<file path="config.mk">
export PLATFORM = sky130hd
export DESIGN_NAME = ct_rom_addr_seq
export DESIGN_NICKNAME = d
export VERILOG_FILES = /design/src/rtl/ct_pkg.sv /design/src/rtl/ct_word_timer.sv /design/src/rtl/ct_rom_addr_seq.sv
export SDC_FILE = /design/constraint.sdc
export NUM_CORES = 1
export LEC_CHECK = 0
export ABC_AREA = 1
export CAP_MARGIN = 20
export CORE_MARGIN = 2
export CORE_UTILIZATION = 34
export DETAILED_ROUTE_END_ITERATION = 7
export GPL_TIMING_DRIVEN = 0
export PLACE_DENSITY = 0.57
export SYNTH_ARGS = -nofsm -noshare
export SYNTH_HDL_FRONTEND = slang
export SYNTH_SLANG_ARGS = --single-unit
export TNS_END_PERCENT = 20
</file>
<file path="constraint.sdc">
create_clock -name cph2 -period 3.5 [get_ports cph2]
set_input_delay 0.7 -clock cph2 [delete_from_list [all_inputs] [get_ports cph2]]
set_output_delay 0.7 -clock cph2 [all_outputs]
set_load 0.02 [all_outputs]
</file>
<file path="src/rtl/ct_pkg.sv">
// rtl/ct_pkg.sv - shared constants and branch decode for the C&T ROM-address sequencer
package ct_pkg;

  localparam int WORD_LEN = 56;
  localparam int ADR_W    = 8;
  localparam int INST_W   = 10;
  localparam int IA_START = 19;
  localparam int IS_START = 45;
  localparam int CNT_W    = 6;
  localparam int IDX_W    = $clog2(ADR_W);

  localparam logic [1:0]        OP_JSB    = 2'b01;
  localparam logic [1:0]        OP_GOTO   = 2'b11;
  localparam logic [INST_W-1:0] INST_RET  = 10'h030;
  localparam logic [INST_W-1:0] INST_KEYS = 10'h0D0;

  // Bit-time landmarks. The ia register loads one bit time early so that the
  // registered ia lines up with bit_cnt 19..26.
  localparam logic [CNT_W-1:0] CNT_LAST      = CNT_W'(WORD_LEN - 1);
  localparam logic [CNT_W-1:0] IA_LOAD_FIRST = CNT_W'(IA_START - 1);
  localparam logic [CNT_W-1:0] IA_LOAD_LAST  = CNT_W'(IA_START + ADR_W - 2);
  localparam logic [CNT_W-1:0] IS_FIRST      = CNT_W'(IS_START);
  localparam logic [CNT_W-1:0] IS_LAST       = CNT_W'(IS_START + INST_W - 1);

  typedef enum logic [2:0] {
    BR_NEXT,
    BR_JSB,
    BR_GOTO,
    BR_RET,
    BR_KEYS
  } br_kind_e;

  // Branch class of a captured instruction; opcode-field matches win over
  // the two full-word matches.
  function automatic br_kind_e decode_branch(input logic [INST_W-1:0] inst);
    br_kind_e kind;
    if (inst[1:0] == OP_JSB)       kind = BR_JSB;
    else if (inst[1:0] == OP_GOTO) kind = BR_GOTO;
    else if (inst == INST_RET)     kind = BR_RET;
    else if (inst == INST_KEYS)    kind = BR_KEYS;
    else                           kind = BR_NEXT;
    return kind;
  endfunction

endpackage

</file>
<file path="src/rtl/ct_word_timer.sv">
// rtl/ct_word_timer.sv - 56-bit-time word counter, sync marker and window enables
module ct_word_timer
  import ct_pkg::*;
(
  input  logic             clk,
  input  logic             rst,
  output logic [CNT_W-1:0] bit_cnt,
  output logic             sync,
  output logic             te_ia,
  output logic [IDX_W-1:0] ia_idx,
  output logic             te_is,
  output logic             te_t55
);

  logic [CNT_W-1:0] bit_cnt_q, bit_cnt_d;
  logic             sync_q, sync_d;

  // Next bit time and the sync level that goes with it.
  always_comb begin
    bit_cnt_d = (bit_cnt_q == CNT_LAST) ? '0 : bit_cnt_q + CNT_W'(1);
    sync_d    = (bit_cnt_d != CNT_LAST);
  end

  // Counter and sync registers.
  always_ff @(posedge clk or posedge rst) begin
    if (rst) begin
      bit_cnt_q <= '0;
      sync_q    <= 1'b1;
    end else begin
      bit_cnt_q <= bit_cnt_d;
      sync_q    <= sync_d;
    end
  end

  // Enables for the edge leaving the current bit time.
  always_comb begin
    te_ia  = (bit_cnt_q >= IA_LOAD_FIRST) && (bit_cnt_q <= IA_LOAD_LAST);
    ia_idx = IDX_W'(bit_cnt_q - IA_LOAD_FIRST);
    te_is  = (bit_cnt_q >= IS_FIRST) && (bit_cnt_q <= IS_LAST);
    te_t55 = (bit_cnt_q == CNT_LAST);
  end

  assign bit_cnt = bit_cnt_q;
  assign sync    = sync_q;

endmodule

</file>
<file path="src/rtl/ct_rom_addr_seq.sv">
// rtl/ct_rom_addr_seq.sv - C&T ROM-address sequencer: pc, return reg, is capture, ia serializer
module ct_rom_addr_seq
  import ct_pkg::*;
(
  input  logic             cph2,
  input  logic             pon,
  input  logic             is,
  input  logic             carry_in,
  input  logic [ADR_W-1:0] key_code,
  output logic             ia,
  output logic             sync,
  output logic [ADR_W-1:0] pc,
  output logic [CNT_W-1:0] bit_cnt
);

  logic             te_ia, te_is, te_t55;
  logic [IDX_W-1:0] ia_idx;

  ct_word_timer u_timer (
    .clk     (cph2),
    .rst     (pon),
    .bit_cnt (bit_cnt),
    .sync    (sync),
    .te_ia   (te_ia),
    .ia_idx  (ia_idx),
    .te_is   (te_is),
    .te_t55  (te_t55)
  );

  logic [ADR_W-1:0]  pc_q, pc_d;
  logic [ADR_W-1:0]  ret_q, ret_d;
  logic [INST_W-1:0] inst_sr_q, inst_sr_d;
  logic              carry_acc_q, carry_acc_d;
  logic              carry_prev_q, carry_prev_d;
  logic              ia_q, ia_d;
  logic [ADR_W-1:0]  pc_inc;

  assign pc_inc = pc_q + ADR_W'(1);

  // Serial capture, carry accumulation, and the end-of-word next-pc decision.
  always_comb begin
    pc_d         = pc_q;
    ret_d        = ret_q;
    inst_sr_d    = inst_sr_q;
    carry_acc_d  = carry_acc_q | carry_in;
    carry_prev_d = carry_prev_q;
    ia_d         = te_ia ? pc_q[ia_idx] : 1'b0;

    if (te_is) begin
      inst_sr_d = {is, inst_sr_q[INST_W-1:1]};
    end

    if (te_t55) begin
      carry_prev_d = carry_acc_q | carry_in;
      carry_acc_d  = 1'b0;
      case (decode_branch(inst_sr_q))
        BR_JSB: begin
          ret_d = pc_inc;
          pc_d  = inst_sr_q[INST_W-1:2];
        end
        BR_GOTO: pc_d = carry_prev_q ? pc_inc : inst_sr_q[INST_W-1:2];
        BR_RET:  pc_d = ret_q;
        BR_KEYS: pc_d = key_code;
        default: pc_d = pc_inc;
      endcase
    end
  end

  // Sequencer state; pon clears everything including a partial capture.
  always_ff @(posedge cph2 or posedge pon) begin
    if (pon) begin
      pc_q         <= '0;
      ret_q        <= '0;
      inst_sr_q    <= '0;
      carry_acc_q  <= 1'b0;
      carry_prev_q <= 1'b0;
      ia_q         <= 1'b0;
    end else begin
      pc_q         <= pc_d;
      ret_q        <= ret_d;
      inst_sr_q    <= inst_sr_d;
      carry_acc_q  <= carry_acc_d;
      carry_prev_q <= carry_prev_d;
      ia_q         <= ia_d;
    end
  end

  assign ia = ia_q;
  assign pc = pc_q;

endmodule

</file>
# Word level (Yosys, flattened, before mapping)
# Cells that the tools add are included.
# classes
add_sub_neg,3
order_cmp,5
eq_ne,10
n_mux,12
bitwise,1
reduce_logical,3
# ops
operator,n
$pmux 8 s4,1
$mux 3,5
$eq 10x6->1 const B,1
$eq 10x8->1 const B,1
$add 8x1->8 const B,1
$mux 8,1
$add 6x1->6 const B,1
$eq 3x2->1 const B,2
$eq 6x6->1 const B,1
$ge 6x5->1 const B,1
$ge 6x6->1 const B,1
$le 6x5->1 const B,1
$le 6x6->1 const B,1
$mux 6,1
$ne 6x6->1 const B,1
$lt 3x4->1 const B,1
$bmux 1 s3,1
$eq 3x1->1 const B,1
$eq 3x3->1 const B,1
$mux 1,3
$sub 3x2->3 const B,1
$eq 2x1->1 const B,1
$eq 2x2->1 const B,1
$logic_and 1x1->1,2
2 further kinds,2
# word_totals
ff_bits,36
inputBits,12
out_inout_bits,16
elab_cells,42

# Depth between registers and ports, before layout
# depth
word_depth,8
depth_mapped,11
ltp_nobuf,10

# By module
# Synthesis repeated with hierarchy kept, for this count alone.
# unflattened
hier_cells,337
area_unflattened_um2,2387.3
# by_module_without_submodules
module,n_inst,cells_per_inst,area_per_inst_um2,seq_area_each_um2
ct_rom_addr_seq,1,271,1876.8,725.7
ct_word_timer,1,66,510.5,176.4

# Worst setup path after synthesis
# Ideal clock, no wire load.
# synth_path
path_kind,reg2reg
start,"register u_timer.bit_cnt_q[0], in the netlist u_timer.bit_cnt[0]"
end,register inst_sr_q[3]
setup_ps,124
arrival_time_ps,1599
t_required_ps,3376
path_slack_ps,1777
stages_incl_launch_ff,11
path_buffers,2
period_less_slack_ps,1723
cell_sequence,dfrtp_1 > buf_4 > clkinv_1 > ha_1 > inv_1 > nor2_1 > o21ai_0 > nand2_1 > buf_4 > nor2_1 > a21oi_1
# synth_between
elab_chain_cells,2
elab_cells_between_ends,3
cone_classes,2 x order compare; 1 x reduce/logical
# synth_lines
element,line_no,text
"start, declared",ct_word_timer.sv:15,"logic [CNT_W-1:0] bit_cnt_q, bit_cnt_d;"
"start signal, assigned",ct_word_timer.sv:30,bit_cnt_q <= bit_cnt_d;
$ge 6x6->1 / $le 6x6->1 (equally long branches),ct_word_timer.sv:39,te_is = (bit_cnt_q >= IS_FIRST) && (bit_cnt_q <= IS_LAST);
$logic_and 1x1->1 (*),ct_word_timer.sv:39,
"end signal, assigned",ct_rom_addr_seq.sv:81,inst_sr_q <= inst_sr_d;
"end, declared",ct_rom_addr_seq.sv:32,"logic [INST_W-1:0] inst_sr_q, inst_sr_d;"
# Every way passes the cells marked *; elsewhere a longest branch is shown, timed or not.
# A chain may end at the register's enable or synchronous reset.

# Worst setup path after layout
# layout_path
start,"register u_timer.bit_cnt_q[1], in the netlist u_timer.bit_cnt[1]"
end,output bit_cnt[1]
# layout_lines
element,line_no,text
"end, declared",ct_rom_addr_seq.sv:13,output logic [CNT_W-1:0] bit_cnt
# No word-level cell between the ends.

==> flow_summary.yaml <==
cells_and_area:
  drive_gt1_frac: 0.0883
  fillers: 675
  layout.nets: 369
  synthToLayoutAreaGrowth_pct: 19.5
  n_antenna_cell: 0
setup_path:
  critPathLaunch: "u_timer.bit_cnt[1]$_DFF_PP0_"
  cp_cell_sequence: "clkdlybuf4s50_1"
  critPathArrivalTime_ns: 1.52
  critPathCaptureType: "primary output"
  reg2reg_depth: 10
  crit_required_ns: 2.80
  critPathTopFamily: "buffers and inverters"
  slowest_stage: "clkdlybuf4s50_1"
  worst-path-buf-inv: 1
  rrSetupSlack_ns: 1.63
  path_depth: 1
  max_stage_delay_ns: 0.67
  start_kind: "flop"
  critPathCapture: "bit_cnt[1]"
  r2r-end: "inst_sr_q[3]$_DFFE_PP0P_"
  cp_max_fo: 10
  r2r_start: "u_timer.bit_cnt[0]$_DFF_PP0_"
  path_class: "flop to primary output"
grt:
  antenna_found_initial: 0
  grt_max_degree: 37
  grt_pass1_wl_um: 10000
  grt_pass1_vias: 2146
  track_usage: 0.168
  grt_overflow: 0
clock_tree:
  cts_max_path_buffers: 2
  cts.sinks: 36
  cts_buffers: 5
  cts_setup_buffers: 0
  htreeDepth: 2
  cts_tree: "done"
  clockRootBuffer: "clkbuf_8"
  hold_buffers: 0
  cts_resized: 0
  insertion_delay_ns: 0.29
  clk_pin_slew_ns: 0.07
sta:
  max_freq_mhz: 451
  fin_worst_skew_ns: 0.00629
  setup_violations: 0
  period_share: 0.634
  rsz0062_at_grt: "false"
  fin_hold_ws_ns: 0.496
  worst_slew_pin_slew_ns: 0.765
  setup_tns_ns: 0
  max_slew_margin: 0.489
  hold_violations: 0
  min_period_ns: 2.22
  drv_slew: 0
die:
  die-width_um: 86.6
  core_sq_um: 6680
  die_y_um: 86.6
  io_pins: 28
  start_util: 0.347
  rows: 30
  die-area_sq_um: 7490
power_and_ir_drop:
  p_int_uw: 573
  power_density_nw_per_um2: 271
  combinationalPowerShare: 0.044
  power_leakage_uw: 0.00129
  swShare: 0.236
  ir_worst_vdd_mv: 0.148
  clockPowerShare: 0.391
  seqPwrFrac: 0.565
  power_switching_uw: 177
min_path:
  hold_path_class: "flop to flop"
detailed_routing:
  wire_per_inst_um: 13.4
  ant_nets: 0
  initialDrtViolationCount: 134
  vias: 2159
  route.detailed.drc: 0
  vias_per_cell: 5.01
  routed_wl_um: 5770
  dr.pass1.iters: 5
logic_synthesis:
  synthCells: 316
  synth_seq_cells: 36
  ys_warn_count: 0
  synth_nets: 335
  yosysUniqueCellTypes: 34
  synth_mux_area_frac: 0
  yosysSeqAreaShare: 0.389
  synthAdderAreaFrac: 0.0378
  synth_top_family_by_area: "simple AND/OR/NAND/NOR gates"
  syn_avg_cell_area_sq_um: 7.33
  synth_compound_area_frac: 0.113
  synth-xor-area-share: 0.0189
  synth_area_sq_um: 2320
  synth_simple_gate_area_share: 0.352
placed_design:
  io_buffer_count: 27
  dp_hpwl_um: 4360
  gp_congestion: 0.834
run_status:
  outcome: "finished, final reports clean"
run:
  drv_cap: 0
## kinds of logic (layout without fill, tap and decap cells)
group,Yosys count,in the layout
AOI/OAI and AO/OA,50,50
xor gates and xnor gates,5,5
adders and majority gates,7,7
buffers and inverters,46,81
DFF,36,36
and+or+nand+nor,172,172
## layout by cell type (no fill, tap or decap), types with 6 or more instances in the layout
cell,count
nand2_1,82
ha_1,7
clkdlybuf4s50_1,27
clkbuf_8,6
o21ai_0,19
nand4_1,11
a21oi_1,12
nor2_1,35
dfrtp_1,35
o21ai_1,13
inv_1,31
nand3_1,23
## per-stage QoR
| step | cells | utilization | area, sq um | power (uW) | worst slack [ns] |
|---|---|---|---|---|---|
| finish | 431 | 0.414 | 2770 | 750 | 1.28 |
| global route | 431 | 0.414 | 2770 | 781 | 1.22 |
| CTS | 431 | 0.414 | 2770 | 761 | 1.27 |
| detailed placement | 423 | 0.402 | 2690 | 466 | 1.61 |
| global placement | 423 | 0.402 | 2690 | 466 | 1.12 |
| floorplan | 316 | - | 2320 | 447 | 1.78 |
## synthesized netlist by cell type (all sizes together)
master / count / share of area
or2: 2 / 0.0054
inv: 36 / 0.058
o211ai: 1 / 0.0032
clkbuf: 3 / 0.0097
o21ai: 32 / 0.069
nor2: 39 / 0.074
nand2: 85 / 0.14
nor3: 4 / 0.0086
ha: 7 / 0.038
a22oi: 2 / 0.0065
a31oi: 2 / 0.0054
xnor2: 1 / 0.0038
nand3: 26 / 0.072
xor2: 4 / 0.015
clkinv: 1 / 0.0016
buf: 6 / 0.019
nand3b: 2 / 0.0065
dfrtp: 35 / 0.38
a21oi: 12 / 0.026
and2: 2 / 0.0054
a211oi: 1 / 0.0032
nand4: 12 / 0.039
dfstp: 1 / 0.011
## area by class of cell
cell class / count / area (sq um) / share of cell area
tap: 80 / 100 / 0.0361
sequential: 36 / 902 / 0.326
buffer: 9 / 66.3 / 0.0239
clock buffer: 7 / 76.3 / 0.0276
clock inverter: 1 / 5.00 / 0.00181
multi-input combinational: 234 / 1210 / 0.437
timing repair buffer: 27 / 270 / 0.0976
inverter: 37 / 139 / 0.0502
## per-layer routing
| layer | vias up | wire, um | global-route usage |
|---|---|---|---|
| li1 | 1096 | - | - |
| met1 | 1001 | 2740 | 0.235 |
| met2 | 57 | 2690 | 0.276 |
| met3 | 5 | 268 | 0.0257 |
| met4 | 0 | 74 | 0.0384 |
| met5 | - | 0 | 0 |
## worst min path at each step
stage	start	to	slack, ns	depth (start not counted)
global placement	ret_q[6]$_DFFE_PP0P_	ret_q[6]$_DFFE_PP0P_	0.47	2
detailed placement	ret_q[7]$_DFFE_PP0P_	ret_q[7]$_DFFE_PP0P_	0.48	2
floorplan	ret_q[7]$_DFFE_PP0P_	ret_q[7]$_DFFE_PP0P_	0.45	2
finish	ret_q[6]$_DFFE_PP0P_	ret_q[6]$_DFFE_PP0P_	0.50	2
global route	ret_q[7]$_DFFE_PP0P_	ret_q[7]$_DFFE_PP0P_	0.52	2
CTS	ret_q[7]$_DFFE_PP0P_	ret_q[7]$_DFFE_PP0P_	0.50	2
## sequential cells by signal, indices dropped and copies added, names as in the netlist
register and flops:
inst_sr_q 10, pc 8, ret_q 8, u_timer.bit_cnt 6, carry_acc_q 1, carry_prev_q 1
ia 1, u_timer.sync 1
## power by group through the flow
stage	sequential (uW)	combinational [uW]	clock, uW
floorplan	431	16.2	0
global placement	432	34.0	0
detailed placement	432	34.3	0
CTS	424	34.4	303
global route	424	38.0	319
finish	424	33.2	293
No activity file was read; power rests on OpenSTA's default activity.
